==> config.mk <==
export PLATFORM = sky130hd
export DESIGN_NAME = seg_scan_mux
export DESIGN_NICKNAME = d
export VERILOG_FILES = /design/src/rtl/bday_pkg.sv /design/src/rtl/seg_scan_mux.sv
export SDC_FILE = /design/constraint.sdc
export NUM_CORES = 1
export LEC_CHECK = 0
export CAP_MARGIN = 10
export CELL_PAD_IN_SITES_DETAIL_PLACEMENT = 1
export CELL_PAD_IN_SITES_GLOBAL_PLACEMENT = 2
export CORE_MARGIN = 4
export CORE_UTILIZATION = 35
export DETAILED_ROUTE_END_ITERATION = 12
export PLACE_DENSITY = 0.78
export SLEW_MARGIN = 20
export SYNTH_ARGS = -nofsm -noshare
export SYNTH_HDL_FRONTEND = slang
export SYNTH_SLANG_ARGS = --single-unit
==> constraint.sdc <==
create_clock -name clk -period 2.3 [get_ports clk]
set_input_delay 0.46 -clock clk [delete_from_list [all_inputs] [get_ports clk]]
set_output_delay 0.46 -clock clk [all_outputs]
set_load 0.02 [all_outputs]
==> src/rtl/bday_pkg.sv <==
// Shared types for the birthday-message display path: segment patterns and
// the scan-multiplexer state encoding.
package bday_pkg;

  typedef logic [6:0] seg_t;

  localparam seg_t SEG_BLANK = 7'h7F;

  typedef enum logic [1:0] {
    SC_IDLE  = 2'd0,
    SC_BLANK = 2'd1,
    SC_DRIVE = 2'd2
  } scan_state_t;

endpackage

==> src/rtl/seg_scan_mux.sv <==
// Time-multiplexes NUM_DIGITS active-low 7-segment patterns onto one shared
// segment bus with per-digit anode enables, anode dead-time and 4-bit PWM.
module seg_scan_mux
  import bday_pkg::*;
#(
  parameter int unsigned NUM_DIGITS       = 4,
  parameter int unsigned SEG_W            = 7,
  parameter int unsigned REFRESH_DIV      = 50_000,
  parameter int unsigned BLANK_CYCLES     = 500,
  parameter bit          ANODE_ACTIVE_LOW = 1'b1
) (
  input  logic                  clk,
  input  logic                  rst_b,
  input  logic                  en,
  input  logic [3:0]            bright,
  input  logic [SEG_W-1:0]      digits_in [NUM_DIGITS],
  output logic [SEG_W-1:0]      seg_out,
  output logic [NUM_DIGITS-1:0] an_out,
  output logic                  frame_done,
  output scan_state_t           state_dbg
);

  localparam int unsigned SLOT_W = (REFRESH_DIV > 1) ? $clog2(REFRESH_DIV) : 1;
  localparam int unsigned DIG_W  = (NUM_DIGITS > 1) ? $clog2(NUM_DIGITS) : 1;

  localparam logic [SLOT_W-1:0]     SLOT_LAST  = SLOT_W'(REFRESH_DIV - 1);
  localparam logic [SLOT_W-1:0]     BLANK_LAST = SLOT_W'((BLANK_CYCLES == 0) ? 0 : BLANK_CYCLES - 1);
  localparam logic [DIG_W-1:0]      DIG_LAST   = DIG_W'(NUM_DIGITS - 1);
  localparam logic [NUM_DIGITS-1:0] AN_OFF     = ANODE_ACTIVE_LOW ? {NUM_DIGITS{1'b1}} : {NUM_DIGITS{1'b0}};
  localparam scan_state_t           SLOT_START = (BLANK_CYCLES == 0) ? SC_DRIVE : SC_BLANK;

  if (REFRESH_DIV < 2 || BLANK_CYCLES >= REFRESH_DIV) begin : g_param_chk
    $error("seg_scan_mux: need REFRESH_DIV >= 2 and BLANK_CYCLES < REFRESH_DIV");
  end

  scan_state_t           state_q, state_d;
  logic [DIG_W-1:0]      digit_q, digit_d;
  logic [SLOT_W-1:0]     slot_q, slot_d;
  logic [3:0]            pwm_q, pwm_d;
  logic [SEG_W-1:0]      buf_q [NUM_DIGITS];
  logic [SEG_W-1:0]      buf_d [NUM_DIGITS];
  logic [SEG_W-1:0]      seg_q, seg_d;
  logic [NUM_DIGITS-1:0] an_q, an_d;
  logic                  frame_done_q, frame_done_d;

  logic                  gate_on;
  logic [NUM_DIGITS-1:0] an_onehot;

  assign gate_on   = (bright == 4'hF) || (pwm_q < bright);
  assign an_onehot = {{(NUM_DIGITS-1){1'b0}}, 1'b1} << digit_q;

  // Outputs are computed from the current state and registered, so the pins
  // trail the scan state by exactly one cycle.
  always_comb begin
    state_d      = state_q;
    digit_d      = digit_q;
    slot_d       = slot_q;
    pwm_d        = pwm_q;
    buf_d        = buf_q;
    seg_d        = '1;
    an_d         = AN_OFF;
    frame_done_d = 1'b0;

    if (state_q == SC_IDLE) begin
      if (en) begin
        digit_d = '0;
        slot_d  = '0;
        pwm_d   = '0;
        buf_d   = digits_in;
        state_d = SLOT_START;
      end
    end else if (!en) begin
      state_d = SC_IDLE;
      digit_d = '0;
      slot_d  = '0;
      pwm_d   = '0;
    end else begin
      if (state_q == SC_DRIVE) begin
        seg_d = buf_q[digit_q];
        if (gate_on) begin
          an_d = ANODE_ACTIVE_LOW ? ~an_onehot : an_onehot;
        end
        pwm_d = pwm_q + 4'd1;
      end

      if (slot_q == SLOT_LAST) begin
        slot_d  = '0;
        pwm_d   = '0;
        state_d = SLOT_START;
        if (digit_q == DIG_LAST) begin
          digit_d      = '0;
          frame_done_d = 1'b1;
          buf_d        = digits_in;
        end else begin
          digit_d = digit_q + DIG_W'(1);
        end
      end else begin
        slot_d = slot_q + SLOT_W'(1);
        if (state_q == SC_BLANK && slot_q == BLANK_LAST) begin
          state_d = SC_DRIVE;
        end
      end
    end
  end

  always_ff @(posedge clk or negedge rst_b) begin
    if (!rst_b) begin
      state_q      <= SC_IDLE;
      digit_q      <= '0;
      slot_q       <= '0;
      pwm_q        <= '0;
      seg_q        <= '1;
      an_q         <= AN_OFF;
      frame_done_q <= 1'b0;
      for (int i = 0; i < int'(NUM_DIGITS); i++) begin
        buf_q[i] <= '1;
      end
    end else begin
      state_q      <= state_d;
      digit_q      <= digit_d;
      slot_q       <= slot_d;
      pwm_q        <= pwm_d;
      seg_q        <= seg_d;
      an_q         <= an_d;
      frame_done_q <= frame_done_d;
      buf_q        <= buf_d;
    end
  end

  assign seg_out    = seg_q;
  assign an_out     = an_q;
  assign frame_done = frame_done_q;
  assign state_dbg  = state_q;

endmodule

== Word-level counts from Yosys, hierarchy flattened ==
Cells that the tools add are included.

* Shifts and indexed selects: 1
* Bitwise logic cells: 2
* Magnitude comparators: 2
* Reductions and logical operators: 9
* Equality and inequality tests: 10
* Muxes and demuxes: 38
* Add/subtract/negate cells: 3

{| class="wikitable"
|+ Operators by type and width
! kind !! count
|-
| 28-bit 2-to-1 mux || 5
|-
| 16-bit 2-to-1 mux || 4
|-
| 4-bit 2-to-1 mux || 9
|-
| 7-bit 2-to-1 mux || 5
|-
| 2-bit 2-to-1 mux || 10
|-
| 16-bit by 1-bit adder with 16-bit output (second input constant) || 1
|-
| 16-bit equality test (second input constant) || 1
|-
| 16-bit by 9-bit equality test with 1-bit output (second input constant) || 1
|-
| 7-bit binary-select mux with 2-bit select || 1
|-
| 4-bit by 1-bit inequality test with 1-bit output (second input constant) || 2
|-
| 2-bit AND reduction || 3
|-
| 4-bit by 1-bit adder with 4-bit output (second input constant) || 1
|-
| 2-bit equality test (second input constant) || 2
|-
| 4-bit equality test (second input constant) || 1
|-
| 4-bit < comparator || 1
|-
| 1-bit 2-to-1 mux || 4
|-
| 4-bit inverter || 1
|-
| 2-bit nonzero test || 2
|-
| 1-bit by 2-bit << shifter with 4-bit output (first input constant) || 1
|-
| 3-bit greater-or-equal comparator (second input constant) || 1
|-
| 3-bit by 1-bit inequality test with 1-bit output (second input constant) || 1
|-
| 2-bit inverter with 3-bit output || 1
|-
| 3-bit AND reduction || 1
|-
| 2-bit by 1-bit adder with 2-bit output (second input constant) || 1
|-
| other kinds (5) || 5
|}

* Word-level logic and storage cells: 76
* Output and inout port bits: 14
* Bits of input ports: 35
* Register bits after elaboration: 64

== Depth between registers and ports, before layout ==
Gate-level depths: netlist of run 1.

* Depth in word-level cells: 7
* Gate-level depth with buffers: 8
* Mapped depth without buffers: 5

== Worst setup path after synthesis of run 1 ==
OpenSTA, ideal clock, no wires.

* Path type: register -> register
* Start point: register slot_q[0]
* End point: register slot_q[3]
* Required time: 2,217 ps
* Setup time: 83 ps
* Path buffers: 2
* Arrival: 1,818 ps
* Setup slack: 399 ps
* Clock period less this slack: 1,901 ps
* Cell stages (with the launch flop): 8
* Path through: dfrtp_1 ha_1 and3_1 clkbuf_1 and4_1 buf_6 or4_1 o21ai_0

* Longest elaborated chain between the ends: 4
* Elaborated cells between the ends (all ways): 5
* Classes of those cells: add/sub: 1; eq/ne: 1; mux: 3

{| class="wikitable"
|+ Ends and longest elaborated chain
! what !! RTL line !! text
|-
| start: declaration || seg_scan_mux.sv:38 || <nowiki>logic [SLOT_W-1:0] slot_q, slot_d;</nowiki>
|-
| start signal: assignment || seg_scan_mux.sv:121 || <nowiki>slot_q <= slot_d;</nowiki>
|-
| 16-bit by 1-bit adder with 16-bit output or 16-bit equality test (tied branches) || seg_scan_mux.sv:98, seg_scan_mux.sv:86 ||
|-
| 16-bit 2-to-1 mux * || seg_scan_mux.sv:86 || <nowiki>if (slot_q == SLOT_LAST) begin</nowiki>
|-
| 16-bit 2-to-1 mux * || seg_scan_mux.sv:72 || <nowiki>end else if (!en) begin</nowiki>
|-
| 16-bit 2-to-1 mux * || seg_scan_mux.sv:64 || <nowiki>if (state_q == SC_IDLE) begin</nowiki>
|}

Every way passes the cells marked *; elsewhere a longest branch is shown, timed or not.
A chain may end at the register's enable or synchronous reset.

== Worst setup path after layout of run 1 ==
* Start point: register slot_q[1]
* End point: register slot_q[3]

The elaborated chain is that of the path after synthesis.

==> results of run 1 <==
worst max-delay path: cells and delay by family (launching register included):
kind | cells | cell delay, ns
AO/OA/AOI/OAI | 1 | 0.08
adder cells (fa/ha/maj) | 1 | 0.26
buffers and inverters | 1 | 0.20
flip-flops | 1 | 0.42
AND/OR/NAND/NOR | 3 | 1.03
final cells by class:
cell class | count | area (um2) | area share (%)
timing repair buffer | 74 | 683 | 15.1
multi-input combinational | 265 | 1810 | 39.9
clock buffer | 13 | 159 | 3.51
clock inverter | 3 | 16.3 | 0.359
tap | 136 | 170 | 3.75
sequential | 64 | 1650 | 36.4
inverter | 12 | 45.0 | 0.994
layout by cell type (no fill, tap or decap), drive strengths merged, types with 8 or more instances in the layout:
master,count
a31oi,14
clkdlybuf4s50,47
nand2,66
clkbuf,13
or3,9
or2,8
dfrtp,25
nand3,12
buf,27
nand4,10
o211ai,64
ha,9
dfstp,39
inv,13
sequential cells by signal, summed over array words and instances (netlist names):
register    count
slot_q         16
frame_done      1
seg_out         7
digit_q         2
pwm_q           4
buf_q          28
state_dbg       2
an_out          4
report_power, final:
group	internal (mW)	total [mW]	switching (mW)	leakage, nW
sequential	1.28	1.36	0.0877	0.755
clock	0.449	0.898	0.449	0.0937
combinational	0.194	0.385	0.191	0.863
metrics by stage:
| step | cells | hold slack, ns | power (mW) | util (%) | area [um2] |
|---|---|---|---|---|---|
| 2_1_floorplan | 375 | 0.164 | 1.59 | - | 3660 |
| 3_3_place_gp | 550 | 0.482 | 1.75 | 42.2 | 4340 |
| 3_5_place_dp | 550 | 0.495 | 1.77 | 42.2 | 4340 |
| 4_1_cts | 566 | 0.151 | 2.67 | 43.9 | 4510 |
| 5_1_grt | 567 | 0.172 | 2.79 | 44.1 | 4530 |
| 6_report | 567 | 0.143 | 2.65 | 44.1 | 4530 |
routing by layer:
layer  vias up  share of wire [%]
li1       1508                  -
met1      1634                 45
met2        73                 49
met3        17                3.8
met4         0                2.1
met5         -                  0
final timing paths:
check	end	slack [ns]	cells past startpoint
max	slot_q[3]	0.23	6
max reg2reg	slot_q[3]	0.23	6
min reg2reg	buf_q[0]	0.50	2
max in group asynchronous	an_out[3]	1.47	2
min in group clk	buf_q[0]	0.50	2
min	frame_done	0.14	1
cell families (layout without fill, tap and decap cells):
group                      count (synthesis)  count (layout)  share of synthesized area [%]
and+or+nand+nor                          135             135                           18.7
AOI/OAI and AO/OA                        109             110                           21.7
DFF                                       64              64                           45.0
buffers and inverters                     47             102                           6.08
muxes                                     10              10                           5.12
adders and majority gates                  9               9                           3.07
xor gates and xnor gates                   1               1                          0.239
==> impl_metrics.toml, run 1 <==
[status]
status = "complete, no violations"

[synth]
synthFlopType = "dfstp_2"
ys_ff_latch = 64
synth_top_cells_by_count = "66 x nand2_1, 64 x o211ai_1, 39 x dfstp_2"
avgSynthCellArea_um2 = 9.77
syn_inst = 375
synth_fp_nets = 419
synthTopCellsByArea = "dfstp_2 28%, dfrtp_1 17%, o211ai_1 13%"
synth_cell_type_count = 48
synth_top_area_share_pct = 28.0
post-synth-top-count-cell = "nand2_1"
yosys.area.top_type = "dfstp_2"
synth-seq-area-share_pct = 45.0
yosysWarnings = 0
netlist_area_um2 = 3660
synth_edf_count = 0
async_flop_share_pct = 100

[timing]
slew_violations = 0
layout_setup_ws_ns = 0.226
rsz0062_at_grt = "false"
finalClockSkew_ns = 0.0130
finalSetupTns_ns = 0
finalSetupViolations = 0
maxSlewHeadroom_pct = 54.8
post-route-period-util_pct = 90.2
worst-slew-pin-transition_ns = 0.678
fmax_ghz = 0.482
hold_viol = 0
fin_crit_ns = 2.07

[worst_setup_path]
cp_max_fo = 7
slowest_stage = "or4_1"
setup.worst_path.start = "slot_q[1]"
worstPathArrival_ns = 2.34
max_stage_delay_ns = 0.50
cp_cell_sequence = "ha_1, and3_1, and4_1, buf_4, or4_1, o21ai_0"
worst_setup_path_start_kind = "register"
end_kind = "register"
r2r-start = "slot_q[1]"
crit_type = "reg -> reg"
critPathRequiredTime_ns = 2.56

[grt]
antenna_found_initial = 0
grt.total_usage_pct = 18.7
grt_pass1_wl_um = 17500
met3_usage_pct = 3.09
busiest_layer = "met2"
grt_pass1_vias = 3344
grt.overflow.total = 0
met1_usage_pct = 23.9
met2_usage_pct = 31.6
grt_max_degree = 30

[placement]
gp_congestion = 0.827
portBuffers = 48
place_ws_ns = 0.131
dp_hpwl_um = 7410

[floorplanning]
io_pins = 49
die_h_um = 110
num_rows = 37
die_w_um = 110
die_area_um2 = 12200
fp.coreArea_um2 = 10300
start_util_pct = 35.6

[routing]
vias_per_cell = 5.70
post_drt_wl_per_cell_um = 19.2
totalWireLength_um = 10900
drc = 0
drt_iter0_drc = 201
antenna_left = 0
first_pass_iters = 4
num_vias = 3232

[power_and_ir_drop]
leakage_nw = 1.71
vdd_drop_max_uv = 269
powerDensity_nw_per_um2 = 584

[cells_and_area]
drive_gt1_share_pct = 23.9
nets = 470
syn2layout_area_growth_pct = 23.7
fill_cells = 1193
diodes = 0

[clocking]
cts_tree = "yes"
cts_sinks = 64
clockRootBuffer = "clkbuf_8"
holdBufCountCts = 0
clk_pin_slew_ns = 0.08
cts_resized = 0
clockBufferDepth = 2
cts-buffers-inserted = 9
clk_latency_ns = 0.35
htreeDepth = 3
post_cts_buffers = 0

[min_path]
hp-class = "in -> async"

[flow_run]
max_cap_viol_count = 0
Note: power is estimated with default switching activity, not from simulation.
==> run 2: changes to the inputs <==
--- a/config.mk
+++ b/config.mk
@@ -5,11 +5,11 @@
 export SDC_FILE = /design/constraint.sdc
 export NUM_CORES = 1
 export LEC_CHECK = 0
+export ABC_AREA = 1
 export CAP_MARGIN = 10
 export CELL_PAD_IN_SITES_DETAIL_PLACEMENT = 1
 export CELL_PAD_IN_SITES_GLOBAL_PLACEMENT = 2
-export CORE_MARGIN = 4
-export CORE_UTILIZATION = 35
+export CORE_UTILIZATION = 33
 export DETAILED_ROUTE_END_ITERATION = 12
 export PLACE_DENSITY = 0.78
 export SLEW_MARGIN = 20
==> impl_metrics.toml, run 2 <==
[timing]
finalSetupTns_ns = 0
post-route-period-util_pct = 87.2
whs_ns = 0.0840
fmax_ghz = 0.499
finalSetupViolations = 0
finalClockSkew_ns = 0.0121
maxSlewHeadroom_pct = 65.4
slew_violations = 0
hold_viol = 0
fin_crit_ns = 2.01
rsz0062_at_grt = "false"
worst-slew-pin-transition_ns = 0.519

[worst_setup_path]
r2r-start = "slot_q[0]"
end_kind = "register"
ff2ff_setup_slack_ns = 0.29
worst_r2r_endpoint = "buf_q[6]"
slowest_stage = "dfrtp_1"
cp_cell_sequence = "ha_1, nand2_2, nor2_4, inv_2, nor2_4, nand2_4, nand2_4, nand3_4, nand2_1, nand2_1"
critPathRequiredTime_ns = 2.58
cp_max_fo = 28
r2r_cells = 10
worst_setup_path_start_kind = "register"
crit_buf_inv = 1
setup.worst_path.start = "slot_q[0]"
worstPathArrival_ns = 2.29
max_stage_delay_ns = 0.39
cp_top_family = "simple AND/OR/NAND/NOR gates"
crit_type = "reg -> reg"

[synth]
synth_cell_type_count = 34
synth-seq-area-share_pct = 47.4
avgSynthCellArea_um2 = 8.47
synth_edf_count = 0
post-synth-top-count-cell = "nand2_1"
async_flop_share_pct = 100
synthTopCellsByArea = "dfstp_2 29%, dfrtp_1 18%, nand2_1 12%"
yosysWarnings = 0
syn_inst = 411
netlist_area_um2 = 3480
synth_fp_nets = 455
synth_top_area_share_pct = 29.4
ys_ff_latch = 64
yosys.area.top_type = "dfstp_2"
synthFlopType = "dfstp_2"
synth_top_cells_by_count = "114 x nand2_1, 39 x dfstp_2, 37 x nand4_1"

[cells_and_area]
largest_reg_flops = 28
final_cell_mix = "114 x nand2_1, 47 x clkdlybuf4s50_1, 39 x dfstp_2"
largest_register = "buf_q"
diodes = 0
final_common_cell = "nand2_1"
drive_gt1_share_pct = 20.2
final_util_pct = 41.5
final_cells = 607
syn2layout_area_growth_pct = 22.4
nets = 510

[placement]
portBuffers = 48
place_inst = 591
dp_hpwl_um = 6930
gp_congestion = 0.817

[grt]
grt_pass1_vias = 3215
grt_max_degree = 44
grt.total_usage_pct = 19.2
grt.overflow.total = 0
grt_pass1_wl_um = 16200
antenna_found_initial = 0

[floorplanning]
fp.coreArea_um2 = 10300
die_w_um = 105
start_util_pct = 33.9
num_rows = 37
io_pins = 49
die_h_um = 105
die_area_um2 = 11000

[clocking]
clockBufferDepth = 2
htreeDepth = 3
clockRootBuffer = "clkbuf_8"
holdBufCountCts = 0
cts_sinks = 64
cts_resized = 0
clk_pin_slew_ns = 0.08
cts-buffers-inserted = 9
cts_tree = "yes"
clk_latency_ns = 0.35
post_cts_buffers = 0

[routing]
drc = 0
post_drt_wl_per_cell_um = 15.8
totalWireLength_um = 9600
antenna_left = 0
vias_per_cell = 4.99
first_pass_iters = 4
num_vias = 3031
drt_iter0_drc = 72

[min_path]
hp-class = "in -> async"

[power_and_ir_drop]
powerDensity_nw_per_um2 = 920
vdd_drop_max_uv = 375
leakage_nw = 1.90

[flow_run]
max_cap_viol_count = 0

[status]
status = "complete, no violations"
-- run 2: logic make-up (layout without fill, tap and decap cells) --
logic type                 count (synthesis)  count (layout)  synth area share, %
xor gates and xnor gates                   5               5                 1.26
buffers and inverters                     51             111                 8.19
and+or+nand+nor                          235             235                 32.0
DFF                                       64              64                 47.4
AOI/OAI and AO/OA                         47              47                 7.94
adders and majority gates                  9               9                 3.23
-- run 2: layout make-up --
| type | instances | area [um2] |
|---|---|---|
| Fill cell | 1268 | 6020 |
| Sequential cell | 64 | 1650 |
| Multi-Input combinational cell | 296 | 1550 |
| Timing Repair Buffer | 60 | 578 |
| Tap cell | 136 | 170 |
| Clock buffer | 12 | 155 |
| Inverter | 35 | 134 |
| Clock inverter | 4 | 26.3 |
-- run 2: worst max path at each step --
| stage | end | slack (ns) | cells past startpoint |
|---|---|---|---|
| floorplan | buf_q[10] | 0.78 | 11 |
| global placement | buf_q[22] | 0.29 | 5 |
| detailed placement | buf_q[4] | 0.24 | 5 |
| CTS | buf_q[6] | 0.24 | 10 |
| global route | buf_q[11] | 0.10 | 10 |
| finish | buf_q[6] | 0.29 | 10 |
-- run 2: metrics by stage --
stage	total power, mW	cell area [um2]	setup WS, ns
floorplan	2.71	3480	0.785
CTS	4.00	4260	0.237
global placement	3.00	4080	0.291
finish	3.92	4260	0.294
detailed placement	3.05	4080	0.235
global route	4.22	4260	0.101
-- run 2: power by group --
group          internal [mW]  switching [mW]  leakage (nW)
clock network          0.452           0.465        0.0972
logic                  0.459           0.829          1.05
registers               1.55           0.160         0.754
-- run 2: per-layer routing --
layer	track usage, %	wire, um
met1	24.1	4460
met2	32.7	4720
met3	3.06	243
met4	7.85	182
met5	0	0
